===== config.mk =====
export PLATFORM = sky130hd
export DESIGN_NAME = uart_command_rx
export DESIGN_NICKNAME = d
export VERILOG_FILES = /design/src/rtl/uart_command_rx.sv
export SDC_FILE = /design/constraint.sdc
export NUM_CORES = 1
export LEC_CHECK = 0
export ABC_AREA = 0
export ABC_CLOCK_PERIOD_IN_PS = 2000
export CAP_MARGIN = 25
export CORE_UTILIZATION = 53
export DETAILED_ROUTE_END_ITERATION = 12
export MAX_ROUTING_LAYER = met4
export PLACE_DENSITY = 0.82
export SYNTH_ARGS = -nofsm -noshare
export SYNTH_HDL_FRONTEND = slang
export SYNTH_SLANG_ARGS = --single-unit

===== constraint.sdc =====
create_clock -name clk -period 2 [get_ports clk]
set_clock_uncertainty 0.15 [all_clocks]
set_input_delay 0.3 -clock clk [delete_from_list [all_inputs] [get_ports clk]]
set_output_delay 0.3 -clock clk [all_outputs]
set_load 0.02 [all_outputs]

===== src/rtl/uart_command_rx.sv =====
// ---------------------------------------------------------------------------
// uart_command_rx
//
// This is the receive side of the command UART. It turns 8N1 serial frames on
// rx into bytes. Each byte carries a 3-bit command as {5'd0, command}. The
// command is handed to the control logic through a valid/ack handshake.
// Framing errors, malformed commands and overruns are each reported as a
// one-cycle pulse.
//
// Ports
//   clk        in   1  system clock, rising edge
//   rst        in   1  asynchronous, active-low reset
//   rx         in   1  serial line, idle high, asynchronous to clk
//   command    out  3  last accepted command, stable while cmd_valid=1
//   cmd_valid  out  1  command holds an unconsumed command
//   cmd_ack    in   1  consumer accepts command (ignored while cmd_valid=0)
//   frame_err  out  1  pulse: stop bit sampled low
//   bad_cmd    out  1  pulse: byte[7:3] != 0, byte discarded
//   overrun    out  1  pulse: good byte arrived while command still pending
//   busy       out  1  receiver FSM is not idle
// ---------------------------------------------------------------------------
module uart_command_rx #(
    parameter int CLKS_PER_BIT = 5208,
    parameter int SYNC_STAGES  = 2
) (
    input  logic       clk,
    input  logic       rst,
    input  logic       rx,
    output logic [2:0] command,
    output logic       cmd_valid,
    input  logic       cmd_ack,
    output logic       frame_err,
    output logic       bad_cmd,
    output logic       overrun,
    output logic       busy
);

    localparam int CNT_W = $clog2(CLKS_PER_BIT);
    localparam logic [CNT_W-1:0] CNT_LAST = CNT_W'(CLKS_PER_BIT - 1);
    localparam logic [CNT_W-1:0] CNT_HALF = CNT_W'(CLKS_PER_BIT / 2 - 1);
    localparam logic [CNT_W-1:0] CNT_ONE  = CNT_W'(1);

    typedef enum logic [2:0] {
        ST_IDLE      = 3'd0,
        ST_START     = 3'd1,
        ST_DATA      = 3'd2,
        ST_STOP      = 3'd3,
        ST_WAIT_IDLE = 3'd4
    } state_t;

    logic [SYNC_STAGES-1:0] sync_r;
    logic                   rxs_s;

    state_t                 state_r;
    state_t                 state_s;
    logic [CNT_W-1:0]       bit_cnt_r;
    logic [CNT_W-1:0]       bit_cnt_s;
    logic [2:0]             bit_idx_r;
    logic [2:0]             bit_idx_s;
    logic [7:0]             shift_r;
    logic [7:0]             shift_s;
    logic                   byte_done_s;
    logic                   frame_err_s;

    logic [2:0]             command_s;
    logic                   cmd_valid_s;
    logic                   bad_cmd_s;
    logic                   overrun_s;

    // Metastability synchroniser for rx; it resets to the idle-high level.
    always_ff @(posedge clk or negedge rst) begin
        if (!rst) begin
            sync_r <= '1;
        end else begin
            sync_r <= {sync_r[SYNC_STAGES-2:0], rx};
        end
    end

    assign rxs_s = sync_r[SYNC_STAGES-1];

    // Receiver FSM next state: start-bit qualification, bit timing and shifting.
    always_comb begin
        state_s     = state_r;
        bit_cnt_s   = bit_cnt_r;
        bit_idx_s   = bit_idx_r;
        shift_s     = shift_r;
        byte_done_s = 1'b0;
        frame_err_s = 1'b0;
        case (state_r)
            ST_IDLE: begin
                if (!rxs_s) begin
                    state_s   = ST_START;
                    bit_cnt_s = '0;
                end else begin
                    state_s = ST_IDLE;
                end
            end
            ST_START: begin
                // Re-check at the middle of the start bit. A short low pulse is a glitch.
                if (bit_cnt_r == CNT_HALF) begin
                    if (rxs_s) begin
                        state_s = ST_IDLE;
                    end else begin
                        state_s   = ST_DATA;
                        bit_cnt_s = '0;
                        bit_idx_s = 3'd0;
                    end
                end else begin
                    bit_cnt_s = bit_cnt_r + CNT_ONE;
                end
            end
            ST_DATA: begin
                // The counter starts at mid start bit, so a full bit period lands mid data bit.
                if (bit_cnt_r == CNT_LAST) begin
                    shift_s[bit_idx_r] = rxs_s;
                    bit_cnt_s          = '0;
                    if (bit_idx_r == 3'd7) begin
                        state_s = ST_STOP;
                    end else begin
                        bit_idx_s = bit_idx_r + 3'd1;
                    end
                end else begin
                    bit_cnt_s = bit_cnt_r + CNT_ONE;
                end
            end
            ST_STOP: begin
                // The FSM returns to IDLE at mid stop bit. The half bit that remains
                // lets the FSM catch a start bit that follows with no idle time.
                if (bit_cnt_r == CNT_LAST) begin
                    bit_cnt_s = '0;
                    if (!rxs_s) begin
                        frame_err_s = 1'b1;
                        state_s     = ST_WAIT_IDLE;
                    end else begin
                        byte_done_s = 1'b1;
                        state_s     = ST_IDLE;
                    end
                end else begin
                    bit_cnt_s = bit_cnt_r + CNT_ONE;
                end
            end
            ST_WAIT_IDLE: begin
                if (rxs_s) begin
                    state_s = ST_IDLE;
                end else begin
                    state_s = ST_WAIT_IDLE;
                end
            end
            default: begin
                state_s   = ST_IDLE;
                bit_cnt_s = '0;
                bit_idx_s = 3'd0;
            end
        endcase
    end

    // Byte evaluation and handshake. Priority order: malformed byte, overrun, load.
    always_comb begin
        command_s   = command;
        cmd_valid_s = cmd_valid;
        bad_cmd_s   = 1'b0;
        overrun_s   = 1'b0;
        if (cmd_valid && cmd_ack) begin
            cmd_valid_s = 1'b0;
        end else begin
            cmd_valid_s = cmd_valid;
        end
        if (byte_done_s) begin
            if (shift_r[7:3] != 5'd0) begin
                bad_cmd_s = 1'b1;
            end else if (cmd_valid && !cmd_ack) begin
                overrun_s = 1'b1;
            end else begin
                // If an ack arrives in the same cycle, the new command replaces the old one with no gap.
                command_s   = shift_r[2:0];
                cmd_valid_s = 1'b1;
            end
        end else begin
            bad_cmd_s = 1'b0;
            overrun_s = 1'b0;
        end
    end

    // State, datapath and registered outputs.
    always_ff @(posedge clk or negedge rst) begin
        if (!rst) begin
            state_r   <= ST_IDLE;
            bit_cnt_r <= '0;
            bit_idx_r <= 3'd0;
            shift_r   <= 8'd0;
            command   <= 3'd0;
            cmd_valid <= 1'b0;
            frame_err <= 1'b0;
            bad_cmd   <= 1'b0;
            overrun   <= 1'b0;
            busy      <= 1'b0;
        end else begin
            state_r   <= state_s;
            bit_cnt_r <= bit_cnt_s;
            bit_idx_r <= bit_idx_s;
            shift_r   <= shift_s;
            command   <= command_s;
            cmd_valid <= cmd_valid_s;
            frame_err <= frame_err_s;
            bad_cmd   <= bad_cmd_s;
            overrun   <= overrun_s;
            busy      <= (state_s != ST_IDLE);
        end
    end

endmodule


==> impl_metrics.py, run 1 <==
metrics = {
    "power": {
        "p_switching_mw": 0.301,
        "p_leak_nw": 1.10,
        "netSwitchingFraction_pct": 22.4,
        "irDropWorstVdd_v": 0.000412,
        "intPower_mw": 1.04,
        "power.total_mw": 1.34,
        "p_comb_share_pct": 2.5,
        "clkPwrFrac_pct": 41.2,
        "power_density_nw_per_um2": 539,
        "p_seq_share_pct": 56.3,
    },
    "sta": {
        "finalCritPeriodShare_pct": 98.3,
        "setup_ws_ps": 33.3,
        "fin_setup_tns_ps": 0,
        "period_needed_ps": 1970,
        "finalSetupViolations": 0,
        "timing.fmax_mhz": 508,
        "hold_ws_ps": 211,
        "drv_slew": 0,
        "hold_viol": 0,
        "max-slew-margin-rel_pct": 70.0,
        "worst_pin_slew_ps": 451,
    },
    "route": {
        "num_vias": 1740,
        "wl_per_cell_um": 16.3,
        "routed_via_density": 6.00,
        "drt_wl_total_um": 4720,
        "first_iter_violations": 132,
        "drc": 0,
        "first_pass_iters": 4,
        "ant_nets": 0,
    },
    "min_path": {
        "hold_path_class": "reg -> reg",
    },
    "floorplanning": {
        "die_w_um": 64.6,
        "dieArea_sq_um": 4180,
        "core_sq_um": 3720,
        "initial_core_util_pct": 55.9,
        "io-pin-count": 12,
        "placementRows": 22,
        "die_y_um": 64.6,
    },
    "yosys": {
        "synth_area_leaders": "dfrtp_1 (42%), nor2_1 (4.2%), nand3_1 (4.1%)",
        "synth_fp_nets": 217,
        "synth-xor-area-share_pct": 0.843,
        "synth_cells": 210,
        "synthesis.area_sq_um": 2080,
        "synth_top_area_share_pct": 42.1,
        "yosysMostFrequentCell": "dfrtp_1",
        "avgSynthCellArea_sq_um": 9.90,
        "synth_compound_area_share_pct": 12.0,
        "seq_area_frac_synth_pct": 44.7,
        "synth-edff-count": 0,
        "synth_adder_area_share_pct": 1.81,
        "netlist_top_cells_count": "dfrtp_1 (35), nor2_1 (23), nand2_1 (17), nand3_1 (17)",
        "synthSimpleGateAreaFrac_pct": 29.4,
        "async_flop_share_pct": 100,
        "synth_top_cell_by_area": "dfrtp_1",
        "synth_mux_area_share_pct": 7.65,
        "yosysWarnings": 0,
        "ys.flop_type": "dfrtp_1",
        "synth_top_family_by_area": "simple AND/OR/NAND/NOR gates",
        "synth_cell_types": 54,
        "synth.ff_latch_count": 37,
    },
    "setup_path": {
        "cp.buffers_inverters": 0,
        "critPathSlowestCell": "dfrtp_1",
        "path_cells": "and4bb_2 > and3_2 > nand2_2 > nor4_4 > mux2_4",
        "max_stage_delay_ps": 410,
        "path_delay_family": "simple AND/OR/NAND/NOR gates",
        "worstSetupPathType": "reg -> reg",
        "critPathArrivalTime_ps": 2000,
        "critPathMaxFanout": 3,
        "worstSetupEndpointType": "flip-flop",
        "cp.required_ps": 2040,
        "start_kind": "flip-flop",
    },
    "global_route": {
        "grt_pass1_vias": 1674,
        "gr-total-overflow": 0,
        "grt_pass1_wl_um": 7690,
        "grt_max_degree": 38,
        "gr-usage-all-layers_pct": 25.7,
        "antenna_found_initial": 0,
    },
    "layout": {
        "area_delta_synth_final_pct": 19.9,
        "nets": 248,
        "instances_no_fill": 290,
        "drive_above_1_share_pct": 26.4,
        "antennaDiodeCount": 0,
        "n_fill_cell": 291,
    },
    "clocking": {
        "cts_root_buf": "clkbuf_8",
        "clock_latency_ps": 300,
        "clock-sinks": 37,
        "cts_tree": "done",
        "cts.path.max_buffers": 2,
        "cts_max_level": 2,
        "postCtsSetupBuffers": 0,
        "numCtsBuffers": 5,
        "clkTransAtPathRegs_ps": 70,
    },
    "placed_design": {
        "dp_slack_ps": 9.53,
        "hpwl_um": 3180,
        "placed_cells": 280,
        "portBuffers": 11,
        "gp_congestion": 0.912,
    },
    "run": {
        "drv.max_cap_violation_count": 0,
    },
    "outcome": {
        "outcome": "complete, no violations",
    },
}
[state kept, by name (all words and copies together), names as in the netlist]
register and cells:
bad_cmd 1, bit_cnt_r 13, bit_idx_r 3, busy 1, cmd_valid 1, command 3
frame_err 1, overrun 1, shift_r 8, state_r 3, sync_r 2
[logic make-up (layout without fill, tap and decap cells)]
| kind of cell | Yosys count | count (layout) |
|---|---|---|
| mux | 14 | 14 |
| compound gates | 34 | 35 |
| flops | 37 | 37 |
| xor+xnor | 2 | 2 |
| simple gates | 104 | 104 |
| buf+inv | 16 | 47 |
| fa+ha+maj | 3 | 3 |
[per-layer routing]
| metal | part of all wire [%] | wire [um] | GRT usage [%] | vias up |
|---|---|---|---|---|
| met2 | 45 | 2130 | 38.2 | 56 |
| met4 | 3.3 | 154 | 13.6 | 0 |
| met3 | 5.6 | 262 | 7.39 | 15 |
| met1 | 46 | 2170 | 31.7 | 847 |
| li1 | - | - | - | 822 |
| met5 | 0 | 0 | - | - |
[what timing repair did]
action | 4_1_cts | 5_1_grt
hold buffers | 1 | 0
endpoints found under the hold margin | 35 | 0
endpoints found under the setup margin | 1 | 25
pin swaps | 1 | 2
resized for setup | 0 | 10
cloned | 0 | 1
[through the flow]
stage                     utilization, %  instance area [sq um]
after global placement              63.0                   2340
after detailed placement            63.0                   2340
after global routing                67.0                   2490
final                               67.0                   2490
after floorplan                        -                   2080
after CTS                           65.9                   2450
[layout make-up]
class	count	area, sq um	share of cell area, %
tap	48	60.1	2.41
clock buffer	6	82.6	3.31
clock inverter	2	13.8	0.552
inverter	8	30.0	1.21
sequential	37	931	37.4
multi-input combinational	158	1120	44.8
timing repair buffer	31	258	10.3
[cells in the final DEF, fill, tap and decap left out, types with 4 or more instances in the layout]
| master | count |
|---|---|
| nor2_1 | 23 |
| clkdlybuf4s50_1 | 10 |
| o21ai_0 | 7 |
| nand2b_1 | 5 |
| inv_1 | 7 |
| o21ai_1 | 5 |
| and2_1 | 4 |
| nand4b_1 | 4 |
| dfrtp_1 | 33 |
| clkbuf_8 | 6 |
| nand4_1 | 4 |
| nand2_1 | 17 |
| buf_4 | 19 |
| nand3_1 | 17 |
| a21oi_1 | 4 |
| mux2_2 | 7 |
| or3_1 | 5 |
[power groups by stage]
stage | sequential [mW] | combinational, mW | clock, mW
CTS | 0.755 | 0.0351 | 0.564
detailed placement | 0.769 | 0.0337 | 0
floorplan | 0.768 | 0.00863 | 0
global placement | 0.769 | 0.0333 | 0
global route | 0.755 | 0.0391 | 0.593
finish | 0.755 | 0.0337 | 0.553
[worst paths after layout]
kind                                          start                         to  slack, ps  depth (start not counted)
min                             sync_r[0]$_DFF_PN1_        sync_r[1]$_DFF_PN1_        210                          0
max in group asynchronous                       rst   bit_cnt_r[6]$_DFFE_PN0N_        940                          3
max reg2reg                bit_cnt_r[5]$_DFFE_PN0N_     shift_r[6]$_DFFE_PN0P_         30                          5
min in group asynchronous                       rst  bit_cnt_r[10]$_DFFE_PN0N_        410                          3
min reg2reg                     sync_r[0]$_DFF_PN1_        sync_r[1]$_DFF_PN1_        210                          0
max                        bit_cnt_r[5]$_DFFE_PN0N_     shift_r[6]$_DFFE_PN0P_         30                          5
(Power assumes the default switching activity.)
==> run 2: changes to the inputs <==
--- a/config.mk
+++ b/config.mk
@@ -8,8 +8,10 @@
 export ABC_AREA = 0
 export ABC_CLOCK_PERIOD_IN_PS = 2000
 export CAP_MARGIN = 25
+export CORE_ASPECT_RATIO = 1.5
 export CORE_UTILIZATION = 53
 export DETAILED_ROUTE_END_ITERATION = 12
+export GPL_ROUTABILITY_DRIVEN = 0
 export MAX_ROUTING_LAYER = met4
 export PLACE_DENSITY = 0.82
 export SYNTH_ARGS = -nofsm -noshare
==> impl_metrics.py, run 2 (synthesis results as in run 1) <==
metrics = {
    "outcome": {
        "outcome": "complete, no violations",
    },
    "global_route": {
        "gr-usage-all-layers_pct": 25.4,
        "grt_pass1_vias": 1705,
        "gr-total-overflow": 0,
        "grt_pass1_wl_um": 7510,
        "antenna_found_initial": 0,
        "grt_max_degree": 38,
    },
    "layout": {
        "seqCellArea_sq_um": 930,
        "nets": 251,
        "antennaDiodeCount": 0,
        "top_register": "bit_cnt_r",
        "instances_no_fill": 288,
        "largest_reg_flops": 13,
        "n_fill_cell": 305,
        "area_delta_synth_final_pct": 21.1,
        "reg.largest.list": "bit_cnt_r (13), shift_r (8)",
        "final_common_cell": "dfrtp_1",
        "drive_above_1_share_pct": 24.9,
        "multiInputGateArea_sq_um": 1100,
        "layout_common_cells": "dfrtp_1 (34), nor2_1 (23), buf_4 (22)",
    },
    "route": {
        "num_vias": 1737,
        "first_iter_violations": 49,
        "drc": 0,
        "first_pass_iters": 4,
        "routed_via_density": 6.03,
        "drt_wl_total_um": 4630,
        "wl_per_cell_um": 16.1,
        "ant_nets": 0,
    },
    "power": {
        "p_switching_mw": 0.290,
        "intPower_mw": 1.17,
        "power.total_mw": 1.46,
        "netSwitchingFraction_pct": 19.9,
        "irDropWorstVdd_v": 0.000598,
        "p_seq_share_pct": 51.8,
        "p_comb_share_pct": 2.3,
        "clkPwrFrac_pct": 45.9,
        "power_density_nw_per_um2": 579,
        "p_leak_nw": 1.12,
    },
    "floorplanning": {
        "placementRows": 27,
        "core_sq_um": 3720,
        "initial_core_util_pct": 55.9,
        "dieArea_sq_um": 4180,
        "io-pin-count": 12,
        "die_w_um": 53.1,
        "die_y_um": 78.7,
    },
    "clocking": {
        "clkTransAtPathRegs_ps": 70,
        "clock-sinks": 37,
        "numCtsBuffers": 5,
        "cts.path.max_buffers": 2,
        "clock_latency_ps": 290,
        "cts_root_buf": "clkbuf_8",
        "cts_max_level": 2,
        "cts_tree": "done",
    },
    "placed_design": {
        "placed_cells": 277,
        "hpwl_um": 3310,
        "dp_slack_ps": 32.3,
        "portBuffers": 11,
    },
    "sta": {
        "timing.fmax_mhz": 520,
        "finalCritPeriodShare_pct": 96.1,
        "worst_pin_slew_ps": 462,
        "hold_viol": 0,
        "hold_ws_ps": 208,
        "max-slew-margin-rel_pct": 69.2,
        "setup_ws_ps": 77.3,
        "finalSetupViolations": 0,
        "drv_slew": 0,
        "period_needed_ps": 1920,
    },
    "min_path": {
        "hold_path_class": "reg -> reg",
        "hold_depth": 0,
    },
    "setup_path": {
        "start_kind": "flip-flop",
        "cp.required_ps": 2010,
        "worstSetupPathType": "reg -> reg",
        "critPathMaxFanout": 7,
        "worstSetupEndpointType": "flip-flop",
        "r2r_cells": 5,
        "critPathArrivalTime_ps": 1940,
    },
    "run": {
        "drv.max_cap_violation_count": 0,
    },
}
[run 2: timing repair]
| item | CTS | global route |
|---|---|---|
| hold buffers | 1 | 0 |
| hold endpoints to repair | 35 | 0 |
| setup endpoints to repair | 0 | 14 |
| buffers inserted | 0 | 1 |
| resized for setup | 0 | 4 |
[run 2: critical path, stage by stage (launching register included)]
cell and delay [ps]:
dfrtp_1 450, nor4b_4 370, nand4_4 190, and3_4 260, o21ai_2 250, o211ai_1 140
[run 2: final cells by class]
class	instances	share of cell area, %
multi-input cells	158	43.8
flip-flops and latches	37	36.9
repair buffers	34	11.1
clock buffers	6	3.28
well taps	43	2.14
clock inverters	2	1.49
inverters	8	1.19
[run 2: routing by layer]
| layer | vias to the layer above | GRT usage [%] | wire length (um) |
|---|---|---|---|
| met1 | 846 | 26.3 | 1680 |
| li1 | 823 | - | - |
| met4 | 0 | 11.8 | 134 |
| met3 | 13 | 5.17 | 179 |
| met5 | - | - | 0 |
| met2 | 55 | 44.6 | 2630 |
[run 2: metrics by stage]
stage	setup TNS, ps	cell area [sq um]	util (%)
after floorplan	0	2080	-
after global placement	0	2350	63.2
after detailed placement	0	2350	63.2
after CTS	0	2480	66.7
after global routing	-3.28	2520	67.7
final	0	2520	67.7
[run 2: path summary, 6_finish.rpt]
check | startpoint | to | slack [ps]
setup / recovery | bit_cnt_r[7]$_DFFE_PN0N_ | bit_cnt_r[4]$_DFFE_PN0N_ | 80
hold / removal | sync_r[0]$_DFF_PN1_ | sync_r[1]$_DFF_PN1_ | 210
setup reg to reg | bit_cnt_r[7]$_DFFE_PN0N_ | bit_cnt_r[4]$_DFFE_PN0N_ | 80
hold reg to reg | sync_r[0]$_DFF_PN1_ | sync_r[1]$_DFF_PN1_ | 210
max in group asynchronous | rst | bit_cnt_r[5]$_DFFE_PN0N_ | 920
min in group asynchronous | rst | bad_cmd$_DFF_PN0_ | 420
[run 2: power by group through the flow]
stage / clock network (mW) / registers, mW / logic, mW
2_1_floorplan: 0 / 0.768 / 0.00863
3_3_place_gp: 0 / 0.769 / 0.0337
3_5_place_dp: 0 / 0.769 / 0.0337
4_1_cts: 0.688 / 0.754 / 0.0354
5_1_grt: 0.711 / 0.754 / 0.0390
6_report: 0.669 / 0.755 / 0.0341
==> run 3: changes to the inputs <==
--- a/config.mk
+++ b/config.mk
@@ -12,6 +12,7 @@
 export CORE_UTILIZATION = 53
 export DETAILED_ROUTE_END_ITERATION = 12
 export GPL_ROUTABILITY_DRIVEN = 0
+export HOLD_SLACK_MARGIN = 0.03
 export MAX_ROUTING_LAYER = met4
 export PLACE_DENSITY = 0.82
 export SYNTH_ARGS = -nofsm -noshare
==> results of run 3 <==
The final DEF is identical to that of run 2; final timing and power are the same.
